## src/rtl/edge_emitter.sv

```systemverilog
// Registered edge generator: drives Q high/low or as a self-terminating pulse on request,
// enforcing a minimum hold time per level and flagging rejected requests on ERR.
module edge_emitter #(
    parameter int unsigned HOLD_W = 8
) (
    input  logic              CLK,
    input  logic              RSTN,
    input  logic              RISE_REQ,
    input  logic              FALL_REQ,
    input  logic              PULSE_REQ,
    input  logic [HOLD_W-1:0] HOLD,
    output logic              Q,
    output logic              RDY,
    output logic              RE,
    output logic              FE,
    output logic              ERR
);

    typedef enum logic [1:0] {
        StLowRdy,
        StHighHold,
        StHighRdy,
        StLowHold
    } state_e;

    localparam logic [HOLD_W-1:0] CntOne = HOLD_W'(1);

    state_e            state_q, state_d;
    logic [HOLD_W-1:0] cnt_q, cnt_d;
    logic [HOLD_W-1:0] hold_q, hold_d;
    logic              auto_q, auto_d;
    logic              q_q, q_d;
    logic              re_q, re_d;
    logic              fe_q, fe_d;
    logic              err_q, err_d;

    logic rdy;
    logic any_req, multi_req;
    logic accept_rise, accept_fall;

    always_ff @(posedge CLK) begin
        if (!RSTN) begin
            state_q <= StLowRdy;
            cnt_q   <= '0;
            hold_q  <= '0;
            auto_q  <= 1'b0;
            q_q     <= 1'b0;
            re_q    <= 1'b0;
            fe_q    <= 1'b0;
            err_q   <= 1'b0;
        end else begin
            state_q <= state_d;
            cnt_q   <= cnt_d;
            hold_q  <= hold_d;
            auto_q  <= auto_d;
            q_q     <= q_d;
            re_q    <= re_d;
            fe_q    <= fe_d;
            err_q   <= err_d;
        end
    end

    always_comb begin
        any_req     = RISE_REQ | FALL_REQ | PULSE_REQ;
        multi_req   = (RISE_REQ & FALL_REQ) | (RISE_REQ & PULSE_REQ) | (FALL_REQ & PULSE_REQ);
        accept_rise = rdy & ~multi_req & ~q_q & (RISE_REQ | PULSE_REQ);
        accept_fall = rdy & ~multi_req & q_q & FALL_REQ;

        state_d = state_q;
        cnt_d   = cnt_q;
        hold_d  = hold_q;
        auto_d  = auto_q;
        q_d     = q_q;
        re_d    = 1'b0;
        fe_d    = 1'b0;
        err_d   = 1'b0;

        if (accept_rise) begin
            q_d     = 1'b1;
            re_d    = 1'b1;
            cnt_d   = HOLD;
            hold_d  = HOLD;
            auto_d  = PULSE_REQ;
            state_d = (HOLD == '0) ? StHighRdy : StHighHold;
        end else if (accept_fall) begin
            q_d     = 1'b0;
            fe_d    = 1'b1;
            cnt_d   = HOLD;
            state_d = (HOLD == '0) ? StLowRdy : StLowHold;
        end else begin
            // Anything presented without being accepted is an error, even during auto-fall.
            err_d = any_req;
            unique case (state_q)
                StHighHold, StLowHold: begin
                    cnt_d = cnt_q - CntOne;
                    if (cnt_q == CntOne) begin
                        state_d = (state_q == StHighHold) ? StHighRdy : StLowRdy;
                    end
                end
                StHighRdy: begin
                    // Pulse high phase over: fall and reuse the latched hold for the low phase.
                    if (auto_q) begin
                        q_d     = 1'b0;
                        fe_d    = 1'b1;
                        auto_d  = 1'b0;
                        cnt_d   = hold_q;
                        state_d = (hold_q == '0) ? StLowRdy : StLowHold;
                    end
                end
                default: begin
                end
            endcase
        end
    end

    always_comb begin
        // A pending auto-fall keeps the block busy even though the level hold has expired.
        rdy = (state_q == StLowRdy) | ((state_q == StHighRdy) & ~auto_q);
        RDY = rdy;
        Q   = q_q;
        RE  = re_q;
        FE  = fe_q;
        ERR = err_q;
    end

endmodule
```

## config.mk

```make
export PLATFORM = sky130hd
export DESIGN_NAME = edge_emitter
export DESIGN_NICKNAME = d
export VERILOG_FILES = /design/src/rtl/edge_emitter.sv
export SDC_FILE = /design/constraint.sdc
export NUM_CORES = 1
export LEC_CHECK = 0
export BUFFER_PORTS_ARGS = -buffer_cell sky130_fd_sc_hd__buf_2
export CAP_MARGIN = 20
export CORE_MARGIN = 2
export CORE_UTILIZATION = 50
export CTS_BUF_LIST = sky130_fd_sc_hd__clkbuf_16
export DETAILED_ROUTE_END_ITERATION = 8
export HOLD_SLACK_MARGIN = 0.05
export PLACE_DENSITY = 0.81
export SYNTH_ARGS = -nofsm -noshare
export SYNTH_HDL_FRONTEND = slang
export SYNTH_SLANG_ARGS = --single-unit
export TNS_END_PERCENT = 10
```

## constraint.sdc

```tcl
create_clock -name CLK -period 2.1 [get_ports CLK]
set_input_delay 0.315 -clock CLK [delete_from_list [all_inputs] [get_ports CLK]]
set_output_delay 0.315 -clock CLK [all_outputs]
set_load 0.05 [all_outputs]
```

==> impl_results.md <==
- Outcome: complete, no violations
- CTS resizes: 0
- Number of H-tree levels: 1
- Leakage: 0.645 nW
- Crit path time final: 1.74 ns
- Post-CTS setup buffer count: 0
- Synth-to-Final Area Change: 15.2%
- Vias in the first global route: roughly 1.1k
- Fin area: 0.00145 mm^2
- Startpoint class of the critical path: flip-flop
- Post-Syn Area: 0.00126 mm^2
- Vias per Instance: between 6 and 7
- Setup TNS: 0 ns
- Asr flop ratio synth: 0%
- TritonCTS Buffers: 3
- M3 GR Usage: about 4.2%
- Synth Instances: between 100 and 150
- Met1 Use GR: 30.3%
- F_max: between 500 and 600 MHz
- Die area: 0.00294 mm^2
- Max Slew Vio Count: 0
- Crit Path Class: flip-flop to output pin
- Period utilisation layout: 82.9%
- Worst path top cell family by delay: buffers and inverters
- Clock slew at reported path FFs: 0.06 ns
- Total track usage: 24.1%
- Fin nets: roughly 180
- CP max-delay cell: dfxtp_1
- Syn_nets: about 160
- Synth Register Bits: 23
- CP required: about 1.8 ns
- Ratio of cells with drive above 1 in the final layout: 19.3%
- CTS tree: done
- Final setup vio count: 0
- Sink Count: 23
- Commonest non-fill, non-tap cell in the layout: dfxtp_1
- Most frequent cells in the layout: 23 x dfxtp_1, 21 x nor2_1, 17 x buf_2
- First-pass GRT wire length: 4930 um
- Max clock buf depth: 2
- GR met2 Demand/Resource: 37.8%
- Via Count: 1177
- Synth cell types: 41
- Routed WL per cell: 16.3 um
- Register area share after synthesis: 36.5%
- GRT Max-Usage Layer: met2
- Worst Path Arrival: around 1.4 ns
- Clk Latency, worst-skew pair: 0.25 ns
- Hold_buf cts: 0
- Post-synth EDFFs: 0
- 1st-iter DRT viols: 59
- Synth Area per Inst: a little under 9 um^2
- Fin. Hold Viols: 0
- Remaining antenna violation count after routing: 0
- Max_cap viols: 0
- Worst IR drop on VDD: 0.601 mV
- Rel. slew slack: 63.5%
- Ys Warns: 0
- Crit-path max FO: 9
- Routed WL: around 3100 um
- Buffers on Ports: 17
- Row Count: 18
- GPL Wtd Cong: 0.955
- P per Cell Area: 978 mW/mm^2
- HP Class: input pin to flip-flop
- Antenna violations before repair: 0
- FILL cells: 210
- ANT cells: 0
- Main synth FF type: dfxtp_1
- Critical path capture point type: output pin
- RSZ-0062 raised after global routing: no
- Initial core utilization: between 50% and 60%
- Clk Tree Root Cell: clkbuf_16
- Crit-path cells: nand2_1 -> nand2b_1 -> inv_2 -> buf_2
- Total core area: 0.00243 mm^2
- Layout Skew: 0.00288 ns
- DP HPWL: 2220 um
- Total design power: around 1.4 mW
- Io pins: 18
- # DRC: 0
- Die Ht: between 50 and 60 um
- Placed inst area: around 0.0014 mm^2
- Slew @ Worst Pin: 0.546 ns
- DIE WIDTH: 54.2 um
- GRT overflow: 0
- WP buf/inv: 2
- CP peak stage delay: roughly 0.38 ns
- DR pass1 iterations: 4
- Pin count of the biggest net entering global routing: 17
[where the power goes]
part / internal, mW / switching (mW) / total, mW
Sequential: 0.490 / 0.0673 / 0.557
Clock: 0.254 / 0.148 / 0.402
Combinational: 0.199 / 0.261 / 0.460
Total: 0.942 / 0.477 / 1.42
[stage by stage]
stage               std cells  utilization, %  worst slack [ns]  hold WS, ns
floorplan                 144               -             0.365        0.432
global placement          187            56.4             0.418        0.478
detailed placement        187            56.4             0.318        0.485
CTS                       191            59.7             0.391        0.332
global route              191            59.7             0.273        0.341
finish                    191            59.7             0.359        0.326
[synthesized netlist by cell type (4+ instances only)]
master / number / share of area [%]
a21oi_1: 7 / 2.8
a211oi_1: 5 / 3.0
nor2_1: 21 / 6.3
a31oi_1: 4 / 2.0
nand2_1: 8 / 2.4
or4_1: 4 / 2.4
dfxtp_1: 23 / 37
o21ai_0: 5 / 2.0
xnor2_1: 4 / 2.8
nor3_1: 4 / 1.6
inv_1: 4 / 1.2
mux2i_1: 12 / 9.5
[worst paths after layout]
| check | to | startpoint | cells past startpoint | slack, ns |
|---|---|---|---|---|
| setup / recovery | RDY | state_q[1] | 4 | 0.36 |
| setup reg to reg | state_q[1] | cnt_q[3] | 5 | 0.38 |
| hold reg to reg | cnt_q[6] | hold_q[6] | 2 | 0.50 |
| hold / removal | hold_q[0] | HOLD[0] | 3 | 0.33 |
[kinds of logic (layout without fill, tap and decap cells)]
| group | after synthesis | after routing | synth area share [%] |
|---|---|---|---|
| multiplexers | 15 | 15 | 12.2 |
| adder cells (fa/ha/maj) | 2 | 2 | 1.99 |
| buffers and inverters | 11 | 28 | 3.47 |
| flip-flops | 23 | 23 | 36.5 |
| XOR/XNOR | 6 | 6 | 4.17 |
| AND/OR/NAND/NOR | 50 | 50 | 20.6 |
| AO/OA/AOI/OAI | 37 | 37 | 21.1 |
[final cells by class]
type / count / area (um^2) / share of cell area, %
multi-input combinational: 110 / 756 / 52.1
sequential: 23 / 460 / 31.7
timing repair buffer: 19 / 100 / 6.90
clock buffer: 3 / 75.1 / 5.17
tap: 30 / 37.5 / 2.59
inverter: 5 / 18.8 / 1.29
clock inverter: 1 / 3.75 / 0.259
[state kept, by name (all words and copies together) (netlist names)]
signal / count
FE: 1
auto_q: 1
Q: 1
RE: 1
ERR: 1
state_q: 2
cnt_q: 8
hold_q: 8
[worst register-to-register path: stages (launching register included)]
cell	delay [ns]
dfxtp_1	0.37
or4_4	0.58
o41ai_4	0.29
o31a_1	0.21
o21ai_1	0.06
a31oi_1	0.14
[per-layer routing]
layer	part of all wire, %	vias to the layer above
met5	0	-
met4	2.4	0
met3	8.0	9
met2	49	60
met1	40	542
li1	-	566
Note: power is estimated with default switching activity, not from simulation.
